`src/rtl/ps2_pkg.sv`:
```
// Shared types and constants for the PS/2 host-side blocks.
package ps2_pkg;

    typedef enum logic [2:0] {
        StIdle,
        StInhibit,
        StReq,
        StSend,
        StAck,
        StWaitIdle
    } ps2_tx_state_e;

    localparam logic [7:0] PS2_CMD_SET_LED = 8'hED;
    localparam logic [7:0] PS2_CMD_RESET   = 8'hFF;
    localparam logic [7:0] PS2_CMD_ENABLE  = 8'hF4;
    localparam logic [7:0] PS2_CMD_RESEND  = 8'hFE;
    localparam logic [7:0] PS2_RSP_ACK     = 8'hFA;

    // Host frame after the start bit, LSB first: data, odd parity, stop.
    function automatic logic [9:0] ps2_frame(input logic [7:0] data);
        return {1'b1, ~^data, data};
    endfunction

endpackage

```
`src/rtl/ps2_line_filter.sv`:
```
// Two-flop synchronizer plus stability filter for a PS/2 line; pulses fall_o on a
// filtered 1->0 transition.
module ps2_line_filter #(
    parameter int unsigned FILTER_LEN = 8
) (
    input  logic clk_i,
    input  logic rst_ni,
    input  logic line_i,
    output logic sync_o,
    output logic fall_o
);

    localparam int unsigned CntW = (FILTER_LEN > 1) ? $clog2(FILTER_LEN) : 1;

    logic            meta_q, sync_q;
    logic            level_q, level_d;
    logic            fall_q, fall_d;
    logic [CntW-1:0] cnt_q, cnt_d;

    // The filtered level only moves after FILTER_LEN consecutive differing samples.
    always_comb begin
        level_d = level_q;
        cnt_d   = '0;
        fall_d  = 1'b0;
        if (sync_q != level_q) begin
            if (cnt_q == CntW'(FILTER_LEN - 1)) begin
                level_d = sync_q;
                fall_d  = ~sync_q;
            end else begin
                cnt_d = cnt_q + CntW'(1);
            end
        end
    end

    always_ff @(posedge clk_i) begin
        if (!rst_ni) begin
            meta_q  <= 1'b1;
            sync_q  <= 1'b1;
            level_q <= 1'b1;
            fall_q  <= 1'b0;
            cnt_q   <= '0;
        end else begin
            meta_q  <= line_i;
            sync_q  <= meta_q;
            level_q <= level_d;
            fall_q  <= fall_d;
            cnt_q   <= cnt_d;
        end
    end

    assign sync_o = sync_q;
    assign fall_o = fall_q;

endmodule

```
`src/rtl/ps2_host_tx.sv`:
```
// Host-to-device PS/2 command transmitter. Drives open-drain enables for ps2_clk and
// ps2_data; the pad logic turns each enable into pin = oe ? 0 : z.
module ps2_host_tx
    import ps2_pkg::*;
#(
    parameter int unsigned CLK_HZ         = 50_000_000,
    parameter int unsigned INHIBIT_CYCLES = 6000,
    parameter int unsigned START_TIMEOUT  = 750_000,
    parameter int unsigned XFER_TIMEOUT   = 100_000,
    parameter int unsigned FILTER_LEN     = 8
) (
    input  logic       clk,
    input  logic       reset_n,
    input  logic       tx_valid,
    input  logic [7:0] tx_data,
    output logic       tx_ready,
    input  logic       ps2_clk_in,
    input  logic       ps2_data_in,
    output logic       ps2_clk_oe,
    output logic       ps2_data_oe,
    output logic       busy,
    output logic       done,
    output logic       ack_err,
    output logic       timeout_err
);

    localparam int unsigned TW = $clog2(START_TIMEOUT + 1);
    localparam int unsigned XW = $clog2(XFER_TIMEOUT + 1);

    if (CLK_HZ == 0 || INHIBIT_CYCLES == 0 || INHIBIT_CYCLES > START_TIMEOUT ||
        XFER_TIMEOUT == 0) begin : g_bad_params
        $error("ps2_host_tx: inconsistent timing parameters");
    end

    ps2_tx_state_e state_q, state_d;
    logic [9:0]    shift_q, shift_d;
    logic [3:0]    bit_cnt_q, bit_cnt_d;
    logic [TW-1:0] timer_q, timer_d;
    logic [XW-1:0] xfer_q, xfer_d;
    logic          started_q, started_d;
    logic          data_oe_q, data_oe_d;
    logic          pend_ack_q, pend_ack_d, pend_tmo_q, pend_tmo_d;
    logic          ack_err_q, ack_err_d, tmo_err_q, tmo_err_d;
    logic          done_q, done_d;
    logic          data_meta_q, data_sync_q;
    logic          clk_sync, clk_fall;

    ps2_line_filter #(
        .FILTER_LEN(FILTER_LEN)
    ) u_clk_filter (
        .clk_i (clk),
        .rst_ni(reset_n),
        .line_i(ps2_clk_in),
        .sync_o(clk_sync),
        .fall_o(clk_fall)
    );

    always_comb begin
        state_d    = state_q;
        shift_d    = shift_q;
        bit_cnt_d  = bit_cnt_q;
        timer_d    = timer_q;
        xfer_d     = xfer_q;
        started_d  = started_q;
        data_oe_d  = data_oe_q;
        pend_ack_d = pend_ack_q;
        pend_tmo_d = pend_tmo_q;
        ack_err_d  = ack_err_q;
        tmo_err_d  = tmo_err_q;
        done_d     = 1'b0;
        unique case (state_q)
            StIdle: begin
                if (tx_valid) begin
                    state_d    = StInhibit;
                    shift_d    = ps2_frame(tx_data);
                    bit_cnt_d  = '0;
                    timer_d    = TW'(INHIBIT_CYCLES - 1);
                    started_d  = 1'b0;
                    pend_ack_d = 1'b0;
                    pend_tmo_d = 1'b0;
                    ack_err_d  = 1'b0;
                    tmo_err_d  = 1'b0;
                end
            end
            StInhibit: begin
                if (timer_q == '0) state_d = StReq;
                else timer_d = timer_q - TW'(1);
            end
            StReq: begin
                state_d   = StSend;
                timer_d   = TW'(START_TIMEOUT - 1);
                data_oe_d = 1'b1;
            end
            StSend: begin
                if (started_q && xfer_q != '0) xfer_d = xfer_q - XW'(1);
                if (clk_fall) begin
                    data_oe_d = ~shift_q[0];
                    shift_d   = {1'b0, shift_q[9:1]};
                    bit_cnt_d = bit_cnt_q + 4'd1;
                    if (!started_q) begin
                        started_d = 1'b1;
                        xfer_d    = XW'(XFER_TIMEOUT - 1);
                    end
                    if (bit_cnt_q == 4'd9) state_d = StAck;
                end else if (started_q ? (xfer_q == '0) : (timer_q == '0)) begin
                    pend_tmo_d = 1'b1;
                    state_d    = StWaitIdle;
                    timer_d    = TW'(START_TIMEOUT - 1);
                end else if (!started_q) begin
                    timer_d = timer_q - TW'(1);
                end
            end
            StAck: begin
                if (clk_fall) begin
                    pend_ack_d = data_sync_q;
                    state_d    = StWaitIdle;
                    timer_d    = TW'(START_TIMEOUT - 1);
                end else if (xfer_q == '0) begin
                    pend_tmo_d = 1'b1;
                    state_d    = StWaitIdle;
                    timer_d    = TW'(START_TIMEOUT - 1);
                end else begin
                    xfer_d = xfer_q - XW'(1);
                end
            end
            StWaitIdle: begin
                // Errors are published together with done so they are never seen early.
                if ((clk_sync && data_sync_q) || timer_q == '0) begin
                    state_d   = StIdle;
                    done_d    = 1'b1;
                    ack_err_d = pend_ack_q;
                    tmo_err_d = pend_tmo_q | ~(clk_sync & data_sync_q);
                end else begin
                    timer_d = timer_q - TW'(1);
                end
            end
            default: state_d = StIdle;
        endcase
    end

    always_ff @(posedge clk) begin
        if (!reset_n) begin
            state_q     <= StIdle;
            shift_q     <= '0;
            bit_cnt_q   <= '0;
            timer_q     <= '0;
            xfer_q      <= '0;
            started_q   <= 1'b0;
            data_oe_q   <= 1'b0;
            pend_ack_q  <= 1'b0;
            pend_tmo_q  <= 1'b0;
            ack_err_q   <= 1'b0;
            tmo_err_q   <= 1'b0;
            done_q      <= 1'b0;
            data_meta_q <= 1'b1;
            data_sync_q <= 1'b1;
        end else begin
            state_q     <= state_d;
            shift_q     <= shift_d;
            bit_cnt_q   <= bit_cnt_d;
            timer_q     <= timer_d;
            xfer_q      <= xfer_d;
            started_q   <= started_d;
            data_oe_q   <= data_oe_d;
            pend_ack_q  <= pend_ack_d;
            pend_tmo_q  <= pend_tmo_d;
            ack_err_q   <= ack_err_d;
            tmo_err_q   <= tmo_err_d;
            done_q      <= done_d;
            data_meta_q <= ps2_data_in;
            data_sync_q <= data_meta_q;
        end
    end

    assign tx_ready    = (state_q == StIdle);
    assign busy        = (state_q != StIdle);
    assign ps2_clk_oe  = (state_q == StInhibit) || (state_q == StReq);
    assign ps2_data_oe = (state_q == StReq) || ((state_q == StSend) && data_oe_q);
    assign done        = done_q;
    assign ack_err     = ack_err_q;
    assign timeout_err = tmo_err_q;

endmodule

```
`config.mk`:
```
export PLATFORM = sky130hd
export DESIGN_NAME = ps2_host_tx
export DESIGN_NICKNAME = d
export VERILOG_FILES = /design/src/rtl/ps2_pkg.sv /design/src/rtl/ps2_line_filter.sv /design/src/rtl/ps2_host_tx.sv
export SDC_FILE = /design/constraint.sdc
export NUM_CORES = 1
export LEC_CHECK = 0
export ABC_AREA = 1
export BUFFER_PORTS_ARGS = -buffer_cell sky130_fd_sc_hd__buf_4
export CORE_ASPECT_RATIO = 0.6
export CORE_MARGIN = 2
export CORE_UTILIZATION = 60
export DETAILED_ROUTE_END_ITERATION = 10
export PLACE_DENSITY_LB_ADDON = 0.1
export SLEW_MARGIN = 5
export SYNTH_ARGS = -nofsm -noshare
export SYNTH_HDL_FRONTEND = slang
export SYNTH_SLANG_ARGS = --single-unit
export TNS_END_PERCENT = 1
```
`constraint.sdc`:
```
create_clock -name clk -period 3.5 [get_ports clk]
set_clock_uncertainty 0.1 [all_clocks]
set_input_delay 0.35 -clock clk [delete_from_list [all_inputs] [get_ports clk]]
set_output_delay 0.35 -clock clk [all_outputs]
set_load 0.01 [all_outputs]
```
==> results.sh, run 1 <==
export IMPL_start_kind="flop"
export IMPL_post_cts_buffers=0
export IMPL_clock_latency_ns=0.37
export IMPL_fin_crit_sh=0.713
export IMPL_timing_final_hold_violations=0
export IMPL_r2r_start="xfer_q[0]$_SDFFE_PN0P_"
export IMPL_ys_seq_area_frac=0.350
export IMPL_synthArstFlopShare=0
export IMPL_relSlewSlack=0.296
export IMPL_antenna_left=0
export IMPL_nNetsFinal=656
export IMPL_dp_hpwl_um=7270
export IMPL_setup_viol_count_final=0
export IMPL_rsz0062_at_grt="no"
export IMPL_synth_main_ff_cell="dfxtp_1"
export IMPL_worst_slew_pin_slew_ns=1.05
export IMPL_synth_edf_count=0
export IMPL_drv_cap=0
export IMPL_clock_root_buffer="clkbuf_8"
export IMPL_core_rowCount=23
export IMPL_path_clk_slew_ns=0.07
export IMPL_synth_seq_cells=70
export IMPL_max_freq_mhz=401
export IMPL_critPathSlowestCell="nand2_1"
export IMPL_hold_end="data_meta_q$_SDFF_PN1_"
export IMPL_synthTopCellsByCount="nand2_1, nor2_1, dfxtp_1, inv_1, a21oi_1"
export IMPL_cpMostUsedCell="nand2_1"
export IMPL_clockBufferDepth=2
export IMPL_worst_setup_path_end_kind="flop"
export IMPL_design_die_area_um2=7370
export IMPL_min_path_type="input pin to flop"
export IMPL_reg2regPathDepth=13
export IMPL_synthTopCellsByArea="dfxtp_1, nand2_1, nor2_1, inv_1, a21oi_1"
export IMPL_pre_cts_ws_ns=1.06
export IMPL_final_core_util=0.664
export IMPL_drive_above_1_share=0.0861
export IMPL_avgSynthCellArea_um2=6.47
export IMPL_holdWs_ns=0.0806
export IMPL_area_growth_pct=8.74
export IMPL_grt_pass1_vias=3412
export IMPL_synth_most_common_cell="nand2_1"
export IMPL_antenna_found_initial=0
export IMPL_power_total_mw=3.16
export IMPL_synthesis_nets=640
export IMPL_drc=0
export IMPL_min_delay_start="ps2_data_in"
export IMPL_synth_cell_types=36
export IMPL_routed_wl_um=9990
export IMPL_drt_iter0_drc=445
export IMPL_grt_pass1_wl_um=16300
export IMPL_track_usage=0.291
export IMPL_ys_warn_count=0
export IMPL_leakagePower_nw=2.06
export IMPL_dieHeight_um=67.3
export IMPL_gp_congestion=0.996
export IMPL_cp_max_fo=13
export IMPL_stdcell_count=726
export IMPL_num_io_pins=20
export IMPL_synth_area_um2=4010
export IMPL_start_util=0.611
export IMPL_slowest_delay_ns=0.41
export IMPL_cts_resized_gates=0
export IMPL_fin_area_um2=4360
export IMPL_powerDensity_nw_per_um2=726
export IMPL_diodes=0
export IMPL_fin_ws_ns=1.00
export IMPL_vdd_drop_max_v=0.000402
export IMPL_worst_setup_path_type="flop to flop"
export IMPL_crit_required_ns=3.59
export IMPL_r2r_end="xfer_q[7]$_SDFFE_PN0P_"
export IMPL_grt_remaining_overflow=0
export IMPL_cts_buffers=9
export IMPL_yosys_area_top_type="dfxtp_1"
export IMPL_cts_hold_buffers=0
export IMPL_wire_per_inst_um=13.8
export IMPL_holdPathStages=2
export IMPL_path_cells="inv_1 -> ha_1 -> inv_1 -> nor2_1 -> nand2_1 -> nor2_1 -> nand2_1 -> nand3_1 -> nand2_1 -> nand2_1 -> inv_1 -> a21oi_1 -> a21oi_1"
export IMPL_cp_arrival_ns=2.59
export IMPL_grt_max_degree=36
export IMPL_htreeDepth=3
export IMPL_status="completed"
export IMPL_drv_slew=0
export IMPL_yosysTopAreaCellShare=0.350
export IMPL_fin_crit_ns=2.50
export IMPL_die_w_um=109
export IMPL_setup_tns_ns=0
export IMPL_tritoncts="done"
export IMPL_vias=4014
export IMPL_dr_pass1_iters=5
export IMPL_dp_cells=711
export IMPL_io_buffers=19
export IMPL_r2r_slack_ns=1.00
export IMPL_viasPerCell=5.53
export IMPL_place_area_um2=4190
export IMPL_clock_sink_count=70
export IMPL_postSynthCellCount=619
export IMPL_fp_coreArea_um2=6560
-- worst max-delay path: cells and delay by family, from the launching register on --
kind	cells	cell delay (ns)
compound gates	2	0.23
flops	1	0.30
buf+inv	3	0.34
fa+ha+maj	1	0.19
simple gates	7	1.17
-- worst max-delay path by stage --
| stage | start | to | slack [ns] | cells past startpoint |
|---|---|---|---|---|
| after detailed placement | xfer_q[0]$_SDFFE_PN0P_ | xfer_q[7]$_SDFFE_PN0P_ | 1.06 | 13 |
| after global placement | xfer_q[0]$_SDFFE_PN0P_ | xfer_q[7]$_SDFFE_PN0P_ | 1.15 | 13 |
| after floorplan | xfer_q[0]$_SDFFE_PN0P_ | timer_q[18]$_SDFFE_PN0P_ | 1.67 | 14 |
| after CTS | xfer_q[0]$_SDFFE_PN0P_ | xfer_q[7]$_SDFFE_PN0P_ | 1.05 | 13 |
| final | xfer_q[0]$_SDFFE_PN0P_ | xfer_q[7]$_SDFFE_PN0P_ | 1.00 | 13 |
| after global routing | xfer_q[0]$_SDFFE_PN0P_ | xfer_q[12]$_SDFFE_PN0P_ | 0.70 | 13 |
-- sequential cells by signal (all words and copies together), names as in the netlist --
| name | flops |
|---|---|
| pend_ack_q | 1 |
| timer_q | 20 |
| started_q | 1 |
| u_clk_filter.meta_q | 1 |
| data_sync_q | 1 |
| u_clk_filter.sync_o | 1 |
| data_oe_q | 1 |
| ack_err | 1 |
| shift_q | 10 |
| bit_cnt_q | 4 |
| timeout_err | 1 |
| u_clk_filter.cnt_q | 3 |
| u_clk_filter.level_q | 1 |
| u_clk_filter.fall_o | 1 |
| done | 1 |
| pend_tmo_q | 1 |
| xfer_q | 17 |
| data_meta_q | 1 |
| state_q | 3 |
-- routing by layer --
metal | part of all wire | routed length (um) | GRT usage | vias to the layer above
met1 | 0.49 | 4910 | 0.430 | 1768
met4 | 0.012 | 119 | 0.0854 | 0
met2 | 0.38 | 3800 | 0.385 | 208
met5 | 0 | 0 | 0 | -
li1 | - | - | - | 2026
met3 | 0.12 | 1150 | 0.112 | 12
-- cell usage in the layout, fill, tap and decap left out, types with 2 or more instances in the layout --
| master | instances |
|---|---|
| buf_4 | 20 |
| nand3_2 | 2 |
| nand3b_1 | 5 |
| inv_2 | 4 |
| ha_1 | 8 |
| inv_1 | 63 |
| o211ai_1 | 6 |
| nand3_1 | 35 |
| a21oi_1 | 41 |
| o21ai_0 | 24 |
| nor2_4 | 3 |
| a31oi_1 | 10 |
| nand2_2 | 2 |
| nand2_1 | 155 |
| nor2_1 | 102 |
| xor2_1 | 7 |
| clkbuf_1 | 3 |
| nor3_1 | 11 |
| clkbuf_8 | 11 |
| o21ai_1 | 13 |
| or2_2 | 4 |
| nand4_1 | 10 |
| xnor2_1 | 13 |
| dfxtp_1 | 70 |
| nor2_2 | 5 |
| nand2_4 | 2 |
-- layout make-up --
| class | count | area [um^2] |
|---|---|---|
| clock inverter | 1 | 5.00 |
| sequential | 70 | 1400 |
| inverter | 68 | 258 |
| fill | 555 | 2200 |
| tap | 87 | 109 |
| timing repair buffer | 20 | 150 |
| multi-input combinational | 466 | 2270 |
| clock buffer | 14 | 163 |
-- cell families after synthesis --
logic type      synth area share
simple gates               0.367
xor+xnor                  0.0437
buf+inv                   0.0834
compound gates             0.131
flops                      0.350
fa+ha+maj                 0.0250
-- power by group --
part	total [mW]	switching (mW)	internal [mW]
clock	0.585	0.293	0.292
sequential	1.13	0.171	0.964
combinational	1.44	0.952	0.492
Power figures use the tool's default switching activity.
==> run 2: changes to the inputs <==
==> constraint.sdc (replaced) <==
create_clock -name clk -period 2.6 [get_ports clk]
set_clock_uncertainty 0.1 [all_clocks]
set_input_delay 0.26 -clock clk [delete_from_list [all_inputs] [get_ports clk]]
set_output_delay 0.26 -clock clk [all_outputs]
set_load 0.01 [all_outputs]
==> run 2 against run 1 <==
Compared with the run above: global-route usage is 0.13 points higher; critical endpoint is now timer_q[5]$_SDFFE_PN0P_; sequential power rose by 35%; clock power is 50% higher; combinational power grew 35%; utilization is 1.1 points higher; via count increased by 0.37%; die area unchanged; fmax up 5.6%.
==> results.sh, run 2 (same netlist as run 1, synthesis figures left out) <==
export IMPL_status="completed"
export IMPL_p_seq_frac=0.350
export IMPL_start_util=0.611
export IMPL_cts_buffers=9
export IMPL_routed_wl_um=9970
export IMPL_worst_slew_pin_slew_ns=0.757
export IMPL_cp_max_fo=18
export IMPL_largest_reg_flops=20
export IMPL_fp_coreArea_um2=6560
export IMPL_powerDensity_nw_per_um2=984
export IMPL_holdPathStages=3
export IMPL_antenna_left=0
export IMPL_setup_viol_count_final=0
export IMPL_vias=4029
export IMPL_p_clk_frac=0.202
export IMPL_drc=0
export IMPL_r2r_end="timer_q[5]$_SDFFE_PN0P_"
export IMPL_worst_setup_path_end_kind="flop"
export IMPL_comb_power_share=0.448
export IMPL_swShare=0.435
export IMPL_power_total_mw=4.36
export IMPL_drt_iter0_drc=429
export IMPL_drv_slew=0
export IMPL_r2r_slack_ns=0.24
export IMPL_design_die_area_um2=7370
export IMPL_min_delay_start="tx_data[7]"
export IMPL_regMostFlops="timer_q"
export IMPL_crit_required_ns=2.74
export IMPL_layout_commonest_cell="nand2_1"
export IMPL_grt_pass1_vias=3476
export IMPL_dr_pass1_iters=5
export IMPL_hold_end="shift_q[7]$_SDFFE_PN0P_"
export IMPL_dp_hpwl_um=7270
export IMPL_io_buffers=19
export IMPL_post_cts_buffers=0
export IMPL_drv_cap=0
export IMPL_place_area_um2=4220
export IMPL_dieHeight_um=67.3
export IMPL_max_freq_mhz=423
export IMPL_clock_root_buffer="clkbuf_8"
export IMPL_tritoncts="done"
export IMPL_start_kind="flop"
export IMPL_holdWs_ns=0.104
export IMPL_nNetsFinal=662
export IMPL_layout_common_cells="nand2_1, nor2_1, dfxtp_1"
export IMPL_power_switching_mw=1.89
export IMPL_worst_setup_path_type="flop to flop"
export IMPL_cp_arrival_ns=2.50
export IMPL_internal_power_mw=2.46
export IMPL_rsz0062_at_grt="no"
export IMPL_grt_max_degree=36
export IMPL_fin_crit_ns=2.36
export IMPL_core_rowCount=23
export IMPL_cts_resized_gates=0
export IMPL_viasPerCell=5.51
export IMPL_r2r_start="xfer_q[0]$_SDFFE_PN0P_"
export IMPL_setup_tns_ns=0
export IMPL_grt_remaining_overflow=0
export IMPL_die_w_um=109
export IMPL_clock_latency_ns=0.35
export IMPL_htreeDepth=3
export IMPL_gp_congestion=0.945
export IMPL_timing_final_hold_violations=0
export IMPL_clock_sink_count=70
export IMPL_antenna_found_initial=0
export IMPL_critPathLaunch="xfer_q[0]$_SDFFE_PN0P_"
export IMPL_num_io_pins=20
export IMPL_relSlewSlack=0.495
export IMPL_min_path_type="input pin to flop"
export IMPL_diodes=0
export IMPL_track_usage=0.293
export IMPL_vdd_drop_max_v=0.000451
export IMPL_grt_pass1_wl_um=16600
export IMPL_fin_area_um2=4430
export IMPL_clockBufferDepth=2
export IMPL_fin_crit_sh=0.909
export IMPL_drive_above_1_share=0.0916
export IMPL_area_growth_pct=10.5
export IMPL_wire_per_inst_um=13.6
export IMPL_leakagePower_nw=2.10
export IMPL_path_clk_slew_ns=0.07
export IMPL_largestRegisters="timer_q: 20 flops, xfer_q: 17 flops, shift_q: 10 flops"
export IMPL_reg2regPathDepth=13
## run 2: metrics by stage
stage / setup WS [ns] / cells / utilization
floorplan: 0.775 / 619 / -
global placement: 0.410 / 715 / 0.643
detailed placement: 0.293 / 715 / 0.643
CTS: 0.267 / 731 / 0.675
global route: 0.0473 / 731 / 0.675
finish: 0.235 / 731 / 0.675
## run 2: cell type report
class | instances | area (um^2)
timing repair buffer | 26 | 200
clock inverter | 1 | 30.0
clock buffer | 13 | 159
inverter | 68 | 258
sequential | 70 | 1400
fill | 597 | 2130
tap | 87 | 109
multi-input combinational | 466 | 2270
## run 2: routing by layer
layer | vias up | GRT usage | wire length, um
met5 | - | 0 | 0
met4 | 0 | 0.0870 | 89
met3 | 10 | 0.0917 | 1140
met2 | 185 | 0.396 | 3870
met1 | 1801 | 0.437 | 4860
li1 | 2033 | - | -
## run 2: power groups by stage
stage	Combinational [mW]	Sequential [mW]	Clock [mW]
floorplan	1.47	1.48	0
global placement	1.87	1.53	0
detailed placement	1.90	1.53	0
CTS	1.91	1.51	0.887
global route	2.20	1.55	0.933
finish	1.95	1.52	0.879
## run 2: how the worst max path moves through the flow
stage / endpoint / slack, ns / cells past startpoint
floorplan: timer_q[18]$_SDFFE_PN0P_ / 0.77 / 14
global placement: timer_q[5]$_SDFFE_PN0P_ / 0.41 / 13
detailed placement: timer_q[5]$_SDFFE_PN0P_ / 0.29 / 13
CTS: timer_q[5]$_SDFFE_PN0P_ / 0.27 / 13
global route: timer_q[5]$_SDFFE_PN0P_ / 0.05 / 13
finish: timer_q[5]$_SDFFE_PN0P_ / 0.24 / 13
## run 2: what timing repair did
action	in CTS	in global routing
setup endpoints to repair	0	0
hold buffers	2	0
endpoints found under the hold margin	2	0
## run 2: critical path: stages, from the launching register on
cell and delay (ns):
dfxtp_1 0.30, inv_1 0.14, ha_1 0.20, inv_1 0.04
nor2_1 0.09, nand2_1 0.06, nor2_1 0.08, nand2_1 0.10
nand3_1 0.14, nand3_2 0.11, nor2_4 0.36, nand2_1 0.28
nor2_1 0.18, nor2_1 0.06
==> run 3: changes to the inputs <==
--- a/config.mk
+++ b/config.mk
@@ -9,7 +9,7 @@
 export BUFFER_PORTS_ARGS = -buffer_cell sky130_fd_sc_hd__buf_4
 export CORE_ASPECT_RATIO = 0.6
 export CORE_MARGIN = 2
-export CORE_UTILIZATION = 60
+export CORE_UTILIZATION = 59
 export DETAILED_ROUTE_END_ITERATION = 10
 export PLACE_DENSITY_LB_ADDON = 0.1
 export SLEW_MARGIN = 5
==> run 3 against run 2 <==
Compared with the run above: critical path depth increased by 2; setup slack improved by 0.12 ns; critical endpoint is now timer_q[18]$_SDFFE_PN0P_; total power increased by 5.5%.
==> results.sh, run 3 (same netlist as run 1, synthesis figures left out) <==
export IMPL_worst_slew_pin_slew_ns=0.751
export IMPL_largestRegisters="timer_q: 20 flops, xfer_q: 17 flops, shift_q: 10 flops"
export IMPL_cts_buffers=9
export IMPL_die_w_um=110
export IMPL_gp_congestion=0.983
export IMPL_leakagePower_nw=2.12
export IMPL_timing_final_hold_violations=0
export IMPL_largest_reg_flops=20
export IMPL_min_path_type="input pin to flop"
export IMPL_clockBufferDepth=2
export IMPL_vdd_drop_max_v=0.000445
export IMPL_antenna_left=0
export IMPL_routed_wl_um=10200
export IMPL_diodes=0
export IMPL_antenna_found_initial=0
export IMPL_setup_viol_count_final=0
export IMPL_status="completed"
export IMPL_cts_hold_buffers=0
export IMPL_place_area_um2=4220
export IMPL_grt_pass1_vias=3652
export IMPL_wire_per_inst_um=14.0
export IMPL_clock_root_buffer="clkbuf_16"
export IMPL_io_buffers=19
export IMPL_clock_latency_ns=0.34
export IMPL_cp_max_fo=11
export IMPL_drv_cap=0
export IMPL_tritoncts="done"
export IMPL_multi_input_area_um2=2270
export IMPL_viasPerCell=5.61
export IMPL_num_io_pins=20
export IMPL_ff_latch_area_um2=1400
export IMPL_clock_sink_count=70
export IMPL_core_rowCount=23
export IMPL_drc=0
export IMPL_cp_arrival_ns=2.42
export IMPL_fp_coreArea_um2=6620
export IMPL_grt_max_degree=36
export IMPL_drv_slew=0
export IMPL_dp_hpwl_um=7490
export IMPL_crit_required_ns=2.77
export IMPL_design_die_area_um2=7490
export IMPL_dieHeight_um=67.8
export IMPL_nNetsFinal=660
export IMPL_dr_pass1_iters=5
export IMPL_fin_area_um2=4470
export IMPL_start_util=0.605
export IMPL_layout_common_cells="nand2_1, nor2_1, dfxtp_1"
export IMPL_grt_pass1_wl_um=17200
export IMPL_fillers=595
export IMPL_start_kind="flop"
export IMPL_drive_above_1_share=0.0918
export IMPL_max_freq_mhz=445
export IMPL_worst_setup_path_type="flop to flop"
export IMPL_fin_crit_sh=0.864
export IMPL_rsz0062_at_grt="no"
export IMPL_grt_remaining_overflow=0
export IMPL_track_usage=0.302
export IMPL_path_clk_slew_ns=0.05
export IMPL_stdcell_count=730
export IMPL_drt_iter0_drc=540
export IMPL_area_growth_pct=11.6
export IMPL_vias=4096
export IMPL_dp_cells=715
export IMPL_fin_crit_ns=2.25
export IMPL_relSlewSlack=0.499
export IMPL_setup_tns_ns=0
export IMPL_worst_setup_path_end_kind="flop"
export IMPL_regMostFlops="timer_q"
export IMPL_powerDensity_nw_per_um2=1030
export IMPL_htreeDepth=3
export IMPL_layout_commonest_cell="nand2_1"
## run 3: cell types whose count changed in the layout (fill, tap and decap cells not counted), sizes merged
cell	delta
clkinv	+2
dlygate4sd3	-2
bufinv	-1
## run 3: through the flow
stage | util | setup WS (ns) | power (mW) | hold WS, ns
global route | 0.676 | 0.0604 | 4.92 | 0.00245
floorplan | - | 0.775 | 2.95 | 0.267
finish | 0.676 | 0.353 | 4.60 | 0.00817
detailed placement | 0.637 | 0.302 | 3.46 | 0.301
global placement | 0.637 | 0.342 | 3.44 | 0.295
CTS | 0.675 | 0.294 | 4.54 | 0.00148
## run 3: report_power, final
part	leakage (nW)	switching [mW]	internal, mW
Sequential	0.572	0.227	1.30
Combinational	1.42	1.32	0.683
Clock	0.123	0.433	0.637
Total	2.12	1.98	2.62
## run 3: timing repair
action | CTS | global route
endpoints found under the setup margin | 0 | 2
gates resized for setup | 0 | 1
setup buffers | 0 | 0
## run 3: critical path, stage by stage (launching register included)
cell and delay [ns]:
dfxtp_1 0.29, inv_1 0.15, ha_1 0.21, inv_1 0.05, nor2_1 0.07, nand2_1 0.05, nor2_1 0.09, nand2_1 0.12
nand3_1 0.15, nand3_2 0.12, nor2_4 0.28, buf_4 0.22, nand2_1 0.06, nand2_1 0.07, nand2_1 0.06, nor2_1 0.09
## run 3: final timing paths
check,start,to,slack (ns),cells past startpoint
hold / removal,ps2_clk_in,u_clk_filter.meta_q$_SDFF_PN1_,0.008,2
setup / recovery,xfer_q[0]$_SDFFE_PN0P_,timer_q[18]$_SDFFE_PN0P_,0.35,15
hold reg to reg,data_meta_q$_SDFF_PN1_,data_sync_q$_SDFF_PN1_,0.31,1
setup reg to reg,xfer_q[0]$_SDFFE_PN0P_,timer_q[18]$_SDFFE_PN0P_,0.35,15
## run 3: cell type report
type,instances,area share
sequential,70,0.313
clock buffer,13,0.0537
multi-input combinational,466,0.508
tap,87,0.0243
clock inverter,2,0.00224
timing repair buffer,24,0.0403
inverter,68,0.0576
## run 3: layer usage
metal / share of wire / up-vias / global-route usage
met1: 0.48 / 1852 / 0.442
met4: 0.014 / 0 / 0.0766
met2: 0.39 / 199 / 0.427
met3: 0.11 / 17 / 0.0952
met5: 0 / - / 0
li1: - / 2028 / -
